==> src/rtl/byte_word_packer.sv <==
// Byte-to-word packer: gathers a byte stream little-endian into BYTES-wide
// words with a keep mask and frame-last flag behind one output register.
package IfcPkg;
    typedef logic [7:0] byte_t;
endpackage

module byte_word_packer
    import IfcPkg::*;
#(
    parameter int BYTES = 4
) (
    input  logic               clk,
    input  logic               rst,
    input  logic               in_valid,
    output logic               in_ready,
    input  byte_t              in_data,
    input  logic               in_last,
    input  logic               flush,
    output logic               out_valid,
    input  logic               out_ready,
    output logic [BYTES*8-1:0] out_data,
    output logic [BYTES-1:0]   out_keep,
    output logic               out_last
);

    localparam int CW = (BYTES > 1) ? $clog2(BYTES) : 1;
    localparam logic [CW-1:0] LAST_SLOT = CW'(BYTES - 1);

    logic [CW-1:0]      count;
    logic [BYTES*8-1:0] acc;
    logic [BYTES*8-1:0] merged;
    logic [BYTES-1:0]   fill_keep;
    logic               accept;
    logic               xfer;
    logic               complete;
    int                 fill;

    assign in_ready = !out_valid || out_ready;
    assign accept   = in_valid && in_ready;
    assign xfer     = out_valid && out_ready;

    always_comb begin
        merged    = acc;
        fill_keep = '0;
        fill      = accept ? int'(count) + 1 : int'(count);
        for (int k = 0; k < BYTES; k++) begin
            if (accept && k == int'(count))
                merged[8*k +: 8] = in_data;
            fill_keep[k] = (k < fill);
        end
        // A flush only closes a word when there is something to emit.
        complete = (accept && (count == LAST_SLOT || in_last))
                || (flush && in_ready && (accept || count != '0));
    end

    always_ff @(posedge clk or posedge rst) begin
        if (rst) begin
            out_valid <= 1'b0;
            out_data  <= '0;
            out_keep  <= '0;
            out_last  <= 1'b0;
            count     <= '0;
            acc       <= '0;
        end else if (complete) begin
            out_valid <= 1'b1;
            out_data  <= merged;
            out_keep  <= fill_keep;
            out_last  <= accept && in_last;
            count     <= '0;
            acc       <= '0;
        end else begin
            if (xfer)
                out_valid <= 1'b0;
            if (accept) begin
                acc   <= merged;
                count <= count + 1'b1;
            end
        end
    end

endmodule

==> config.mk <==
export PLATFORM = sky130hd
export DESIGN_NAME = byte_word_packer
export DESIGN_NICKNAME = d
export VERILOG_FILES = /design/src/rtl/byte_word_packer.sv
export SDC_FILE = /design/constraint.sdc
export NUM_CORES = 1
export LEC_CHECK = 0
export CORE_ASPECT_RATIO = 1.1
export CORE_MARGIN = 2
export CORE_UTILIZATION = 49
export CTS_BUF_LIST = sky130_fd_sc_hd__clkbuf_4
export DETAILED_ROUTE_END_ITERATION = 7
export GPL_ROUTABILITY_DRIVEN = 0
export PLACE_DENSITY_LB_ADDON = 0.08
export SLEW_MARGIN = 20
export SYNTH_ARGS = -nofsm -noshare
export SYNTH_HDL_FRONTEND = slang
export SYNTH_SLANG_ARGS = --single-unit
export TNS_END_PERCENT = 100
==> constraint.sdc <==
create_clock -name clk -period 2.4 [get_ports clk]
set_clock_uncertainty 0.15 [all_clocks]
set_input_delay 0.36 -clock clk [delete_from_list [all_inputs] [get_ports clk]]
set_output_delay 0.36 -clock clk [all_outputs]
set_load 0.03 [all_outputs]
Word level (Yosys, flattened, before mapping)
Cells that the tools add are included.
{ "totals": {"ff_bits": 72, "wordCells": 46} }
{ "classes": {"reduce_logical": 19, "order_cmp": 4, "n_eq_ne": 4, "muxes": 11, "addsub": 2} }
{ "ops": {"columns": ["op", "n"], "rows": [
  ["two-way mux 32 bit", 2],
  ["two-way mux 8 bit", 4],
  ["logical AND 1 bit", 10],
  ["< comparator 1 x 3 -> 1 bit (first input constant)", 2],
  ["< comparator 2 x 3 -> 1 bit (first input constant)", 2],
  ["nonzero test 2 bit", 3],
  ["equality test 2 bit (first input constant)", 2],
  ["logical OR 1 bit", 4],
  ["two-way mux 2 bit", 2],
  ["adder 2 x 1 -> 3 bit (second input constant)", 1],
  ["two-way mux 3 bit", 1],
  ["adder 2 x 1 -> 2 bit (second input constant)", 1],
  ["equality test 1 x 2 -> 1 bit (first input constant)", 1],
  ["equality test 2 bit (second input constant)", 1],
  ["logical NOT 2 bit", 1],
  ["two-way mux 1 bit", 2],
  ["logical NOT 1 bit", 1]
]} }

Longest topological paths before layout
Gate-level depths: netlist of the first run.
{ "depth": {"word_depth": 7, "mapped_depth": 8} }

Least setup slack after synthesis of the first run
OpenSTA, ideal clock, no wires.
{ "synth_path": {"path_type": "register to register", "start": "reg count[0]", "end": "reg out_data[0]", "period_less_slack_ps": 1858, "path_buffers": 2, "setup_ps": 125, "slack_ps": 542, "required_time_ps": 2125, "t_arrival_ps": 1582, "stages_incl_launch_ff": 9, "path_cell_list": "dfrtp_1 > inv_1 > ha_1 > and2b_1 > o221a_1 > buf_4 > buf_4 > nor3_1 > a21oi_1"} }
{ "synth_between": {"elab_chain_len": 4, "elab_cells_between_ends": 10, "classes_between": "1 x eq/ne; 1 x mux; 8 x reduce/logical"} }
{ "synth_lines": {"columns": ["element", "line_no", "source"], "rows": [
  ["from (decl)", "29", "logic [CW-1:0] count;"],
  ["from (signal assigned)", "76", "count <= count + 1'b1;"],
  ["equality test 2 bit / nonzero test 2 bit (equally long branches)", "52, 53", null],
  ["logical OR 1 bit, on equally long branches", "52, 53", null],
  ["logical AND 1 bit, on equally long branches", "52, 53", null],
  ["logical OR 1 bit", "53", "|| (flush && in_ready && (accept || count != '0));"],
  ["to (signal assigned)", "66", "out_data <= merged;"],
  ["to (decl)", "21", "output logic [BYTES*8-1:0] out_data,"]
]} }
Parallel ways exist; a longest one is shown, timed or not.
A chain may end at the register's enable or synchronous reset.

Worst setup path in the final report of the first run
{ "layout_path": {"start": "in out_ready", "end": "out in_ready"} }
{ "layout_between": {"elab_chain_len": 1} }
{ "layout_lines": {"columns": ["element", "line_no", "source"], "rows": [
  ["from (decl)", "20", "input logic out_ready,"],
  ["logical OR 1 bit", "38", "assign in_ready = !out_valid || out_ready;"],
  ["to (decl)", "15", "output logic in_ready,"]
]} }
No other way between the ends.

==> run_results.csv, run 1 <==
group,metric,value,unit
cts,cts_setup_buffers,0,
drt,wire_per_inst,15.78,um
place,hpwl,4.418,mm
timing,maxSlewViolCount,0,
synth,ys_seq_area_frac,0.5941,
pwr,power.density,1182,nW/um2
timing,period_share,0.9181,
worst_setup_path,r2r_end,"out_data[28]$_DFFE_PP0P_",
synth,ys_types,33,
drt,viasPerCell,5.328,
worst_setup_path,crit_top_cell,"clkdlybuf4s50_1",
cts,cts_buffer_depth,2,
worst_setup_path,start_kind,"input port",
final_layout,area_delta_synth_final,25.62,%
global_routing,grt_max_degree,34,
final_layout,final_util,0.6265,
timing,fin_crit,2.203,ns
timing,rsz0062_at_grt,"no",
drt,drc,0,
status,outcome,"complete, no violations",
cts,cts_tree,"built",
timing,worst_pin_slew,0.5629,ns
synth,syn_area_per_cell,10.91,um2
cts,clk_pin_slew,0.11,ns
synth,synth_top_cells_by_area,"dfrtp_1 59%, mux2i_1 7.9%, a21oi_1 6.9%",
worst_setup_path,crit_fanout,14,
worst_setup_path,slowest_delay,0.69,ns
final_layout,drive_gt1_frac,0.09467,
global_routing,grtUsageTotal,0.2082,
die,dieArea,6836,um2
drt,vias,2227,
timing,hold_viol,0,
worst_setup_path,path_cells,"clkdlybuf4s50_1, nand2b_4, clkdlybuf4s50_1",
synth,synth-async-reset-ratio,1.000,
drt,routed_wl,6.594,mm
die,placementRows,30,
synth,synth_top_area_frac,0.5941,
cts,cts.htree.levels,3,
die,die-width,79.01,um
global_routing,grt_pass1_vias,2114,
worst_setup_path,criticalPathCategory,"input port to output pin",
final_layout,nNetsFinal,351,
cts,clk_latency,0.40,ns
die,start_util,0.4988,
synth,syn_nets,296,
global_routing,grt-ovfl-total,0,
synth,ys_ff_latch,72,
cts,cts_resized,0,
worst_setup_path,reg2reg_depth,8,
pwr,p_leak,1.715,nW
flow_run,cap_violations,0,
cts,clockRootBuffer,"clkbuf_4",
timing,setup-violations-final,0,
synth,yosys_warnings,0,
final_layout,final_cell_mix,"72 x dfrtp_1, 52 x clkdlybuf4s50_1, 42 x a21oi_1",
global_routing,grt_pass1_wl,10.86,mm
final_layout,n_antenna_cell,0,
worst_setup_path,reg2reg_slack,0.33,ns
synth,syn_area,3033,um2
drt,drtIter0Drc,106,
global_routing,antenna_found_initial,0,
worst_setup_path,cp.required,1.89,ns
synth,synth_edf_count,0,
synth,synth_ff_type,"dfrtp_1",
cts,cts_inserted_buffers,9,
synth,yosysTopAreaCell,"dfrtp_1",
worst_setup_path,r2r_start,"count[0]$_DFFE_PP0P_",
pwr,peakVddDrop,0.7785,mV
cts,holdBufCountCts,0,
die,die_y,86.52,um
worst_setup_path,slowest_stage,"clkdlybuf4s50_1",
die,io_pins,53,
timing,max_freq,453.8,MHz
pwr,power,0.004502,W
place,numPortBuffers,52,
drt,drtAntennaViolNets,0,
worst_setup_path,crit_arrival,1.69,ns
final_layout,final_common_cell,"dfrtp_1",
synth,synth_cells,278,
drt,firstDrtPassIters,4,
worst_setup_path,cp-end-kind,"output pin",
hold_path,hold_class,"input port to async pin",
timing,slew_headroom,0.6242,
die,coreArea,6081,um2
timing,finalSetupTns,0,ns
cts,clock-sinks,72,
==> per-stage QoR <==
stage	area (um2)	setup WS [ns]	hold WS, ns	std cells
detailed placement	3672	0.1904	0.3231	402
global route	3810	0.1551	0.2007	418
floorplan	3033	0.06508	0.3270	278
CTS	3810	0.1937	0.1569	418
global placement	3672	0.1960	0.3163	402
finish	3810	0.1966	0.1670	418
==> cell families after synthesis <==
kind of cell / after synthesis / synth area share
buf+inv: 26 / 0.05280
mux: 24 / 0.07921
compound gates: 56 / 0.1073
simple gates: 96 / 0.1502
fa+ha+maj: 4 / 0.01650
flops: 72 / 0.5941
==> worst max-delay path by stage <==
stage | end | cells past startpoint | startpoint | slack (ns)
floorplan | acc[0]$_DFFE_PP0P_ | 1 | rst | 0.07
global route | in_ready | 3 | out_ready | 0.16
CTS | in_ready | 3 | out_ready | 0.19
finish | in_ready | 3 | out_ready | 0.20
global placement | in_ready | 3 | out_ready | 0.20
detailed placement | in_ready | 3 | out_ready | 0.19
==> flip-flops by register name (all words and copies together) (netlist names) <==
signal     cells
acc           32
count          2
out_data      32
out_keep       4
out_last       1
out_valid      1
==> cell type report <==
| type | instances | area (um2) |
|---|---|---|
| Fill cell | 536 | 2271 |
| Sequential cell | 72 | 1802 |
| Multi-Input combinational cell | 180 | 1071 |
| Timing Repair Buffer | 65 | 680.7 |
| Tap cell | 80 | 100.1 |
| Clock inverter | 7 | 70.07 |
| Clock buffer | 9 | 67.56 |
| Inverter | 5 | 18.77 |
==> where the power goes <==
part	total, W	internal [W]	switching, W
registers	0.00176	0.00157	0.000191
logic	0.00199	0.000828	0.00116
clock network	0.000751	0.000316	0.000435
==> metal layers <==
metal,global-route usage,share of wire
met1,0.3012,0.48
met2,0.3043,0.46
met3,0.05313,0.043
met4,0.07994,0.014
met5,0,0
==> critical path, delay by kind of cell <==
kind,cells,cell delay [ns]
buffers and inverters,2,1.14
AND/OR/NAND/NOR,1,0.19
==> synth_stat cells, types with 2 or more instances <==
cell type	instances
dfrtp_1	72
a21oi_1	42
nor2_1	34
mux2i_1	24
nor3_1	24
nand2_1	16
and3_1	12
buf_2	7
buf_4	6
inv_1	5
buf_6	4
ha_1	4
clkbuf_1	3
nand3_1	3
a31oi_1	2
o21ai_0	2
o21ai_1	2
Power figures use the tool's default switching activity.
==> inputs of run 2 (changes only) <==
--- a/config.mk
+++ b/config.mk
@@ -7,11 +7,12 @@
 export LEC_CHECK = 0
 export CORE_ASPECT_RATIO = 1.1
 export CORE_MARGIN = 2
-export CORE_UTILIZATION = 49
+export CORE_UTILIZATION = 45
 export CTS_BUF_LIST = sky130_fd_sc_hd__clkbuf_4
+export CTS_CLUSTER_DIAMETER = 200
 export DETAILED_ROUTE_END_ITERATION = 7
 export GPL_ROUTABILITY_DRIVEN = 0
-export PLACE_DENSITY_LB_ADDON = 0.08
+export PLACE_DENSITY_LB_ADDON = 0.12
 export SLEW_MARGIN = 20
 export SYNTH_ARGS = -nofsm -noshare
 export SYNTH_HDL_FRONTEND = slang
==> run_results.csv, run 2 (synthesized netlist as in run 1, its figures left out) <==
group,metric,value,unit
status,outcome,"complete, no violations",
global_routing,grt-ovfl-total,0,
worst_setup_path,crit_arrival,1.70,ns
cts,clk_latency,0.40,ns
pwr,p_leak,1.710,nW
cts,cts_tree,"built",
worst_setup_path,cp.required,1.89,ns
final_layout,n_antenna_cell,0,
timing,fin_ws,0.1888,ns
final_layout,fillers,595,
timing,period_share,0.9213,
die,io_pins,53,
drt,routed_wl,6.592,mm
cts,cts_setup_buffers,0,
hold_path,whs_endpoint,"out_keep[3]$_DFFE_PP0P_",
cts,cts_buffer_depth,2,
worst_setup_path,path_cells,"clkdlybuf4s50_1, nand2b_4, clkdlybuf4s50_1",
die,placementRows,31,
final_layout,nNetsFinal,352,
final_layout,final_area,3786,um2
drt,firstDrtPassIters,4,
global_routing,grt_max_degree,47,
drt,met2WireLength,3.016,mm
worst_setup_path,crit_top_cell,"clkdlybuf4s50_1",
cts,clockRootBuffer,"clkbuf_4",
worst_setup_path,path_delay_family,"buffers and inverters",
worst_setup_path,slowest_stage,"clkdlybuf4s50_1",
place,dp_slack,0.1897,ns
place,dpl_cell_area,3637,um2
global_routing,grt_pass1_vias,2139,
pwr,peakVddDrop,0.6012,mV
drt,wl_met1,3.222,mm
timing,fin_crit,2.211,ns
cts,clk_pin_slew,0.12,ns
final_layout,drive_gt1_frac,0.09735,
die,dieArea,7413,um2
worst_setup_path,r2r_start,"count[0]$_DFFE_PP0P_",
drt,wire_per_inst,15.66,um
worst_setup_path,reg2reg_slack,0.30,ns
flow_run,cap_violations,0,
hold_path,hold_class,"flop to flop",
hold_path,whs_path_depth,2,
final_layout,regArea,1802,um2
timing,rsz0062_at_grt,"no",
die,coreArea,6555,um2
cts,cts_inserted_buffers,9,
cts,clock-sinks,72,
drt,drtAntennaViolNets,0,
worst_setup_path,cp_num_buf_inv,2,
timing,finalSetupTns,0,ns
timing,maxSlewViolCount,0,
drt,drtIter0Drc,105,
final_layout,final_common_cell,"dfrtp_1",
global_routing,antenna_found_initial,0,
timing,setup-violations-final,0,
die,die_y,90.11,um
worst_setup_path,r2r_end,"out_data[26]$_DFFE_PP0P_",
drt,drc,0,
worst_setup_path,crit_fanout,14,
cts,cts_resized,0,
worst_setup_path,cp-end-kind,"output pin",
timing,timing.hold.ws,0.3424,ns
place,numPortBuffers,52,
global_routing,grtUsageTotal,0.1972,
final_layout,area_delta_synth_final,24.83,%
drt,dr_wl_met3,293,um
timing,slew_headroom,0.6961,
pwr,power.density,1186,nW/um2
drt,vias,2230,
final_layout,final_util,0.5776,
place,hpwl,4.374,mm
hold_path,min-delay-start,"out_keep[3]$_DFFE_PP0P_",
final_layout,final_cell_mix,"72 x dfrtp_1, 52 x clkdlybuf4s50_1, 42 x a21oi_1",
die,start_util,0.4627,
final_layout,multiInputGateArea,1071,um2
drt,top_layer,"met4",
drt,viasPerCell,5.297,
cts,holdBufCountCts,1,
timing,worst_pin_slew,0.4558,ns
worst_setup_path,start_kind,"input port",
final_layout,top_regs,"acc x32, out_data x32, out_keep x4",
cts,cts.htree.levels,3,
worst_setup_path,reg2reg_depth,7,
worst_setup_path,slowest_delay,0.69,ns
die,die-width,82.28,um
timing,max_freq,452.3,MHz
global_routing,grt_pass1_wl,11.11,mm
worst_setup_path,criticalPathCategory,"input port to output pin",
timing,hold_viol,0,
==> run 2: cell count changes in the layout (fill, tap and decap cells not counted), sizes merged <==
cell         previous run  this run
dlygate4sd3             0         1
==> run 2: cell type report <==
class | count | share of cell area
multi-input combinational | 180 | 0.2829
inverter | 5 | 0.004957
tap | 82 | 0.02710
timing repair buffer | 66 | 0.1725
sequential | 72 | 0.4759
clock buffer | 9 | 0.01785
clock inverter | 7 | 0.01884
==> run 2: per-layer routing <==
metal,vias to the layer above,global-route usage
met5,-,0
met4,0,0.06667
met3,4,0.04418
met2,58,0.2755
met1,1099,0.3012
li1,1069,-
==> run 2: report_power, final <==
part	total (W)	internal [W]	switching [W]
Sequential	0.00176	0.00157	0.000194
Clock	0.000759	0.000317	0.000442
Combinational	0.00197	0.000814	0.00115
==> run 2: stage by stage <==
step	power, W	instances
2_1_floorplan	0.003010	278
3_3_place_gp	0.003744	404
3_5_place_dp	0.003769	404
4_1_cts	0.004539	421
5_1_grt	0.004782	421
6_report	0.004492	421
==> run 2: worst max path at each step <==
stage                                     endpoint  slack, ns                  start  cells after the start
after floorplan                 acc[0]$_DFFE_PP0P_       0.07                    rst                      1
after global placement                    in_ready       0.19              out_ready                      3
after detailed placement                  in_ready       0.19              out_ready                      3
after CTS                                 in_ready       0.18  out_valid$_DFFE_PP0P_                      2
after global routing      out_data[26]$_DFFE_PP0P_       0.09   count[0]$_DFFE_PP0P_                      7
final                                     in_ready       0.19              out_ready                      3
==> run 2: worst register-to-register path, cell delays in order, from the launching register on <==
cell and delay, ns:
dfrtp_1 0.47, inv_1 0.15, ha_1 0.20, and2b_1 0.21, o221ai_2 0.36, buf_4 0.28
nand2_1 0.07, a21oi_1 0.14
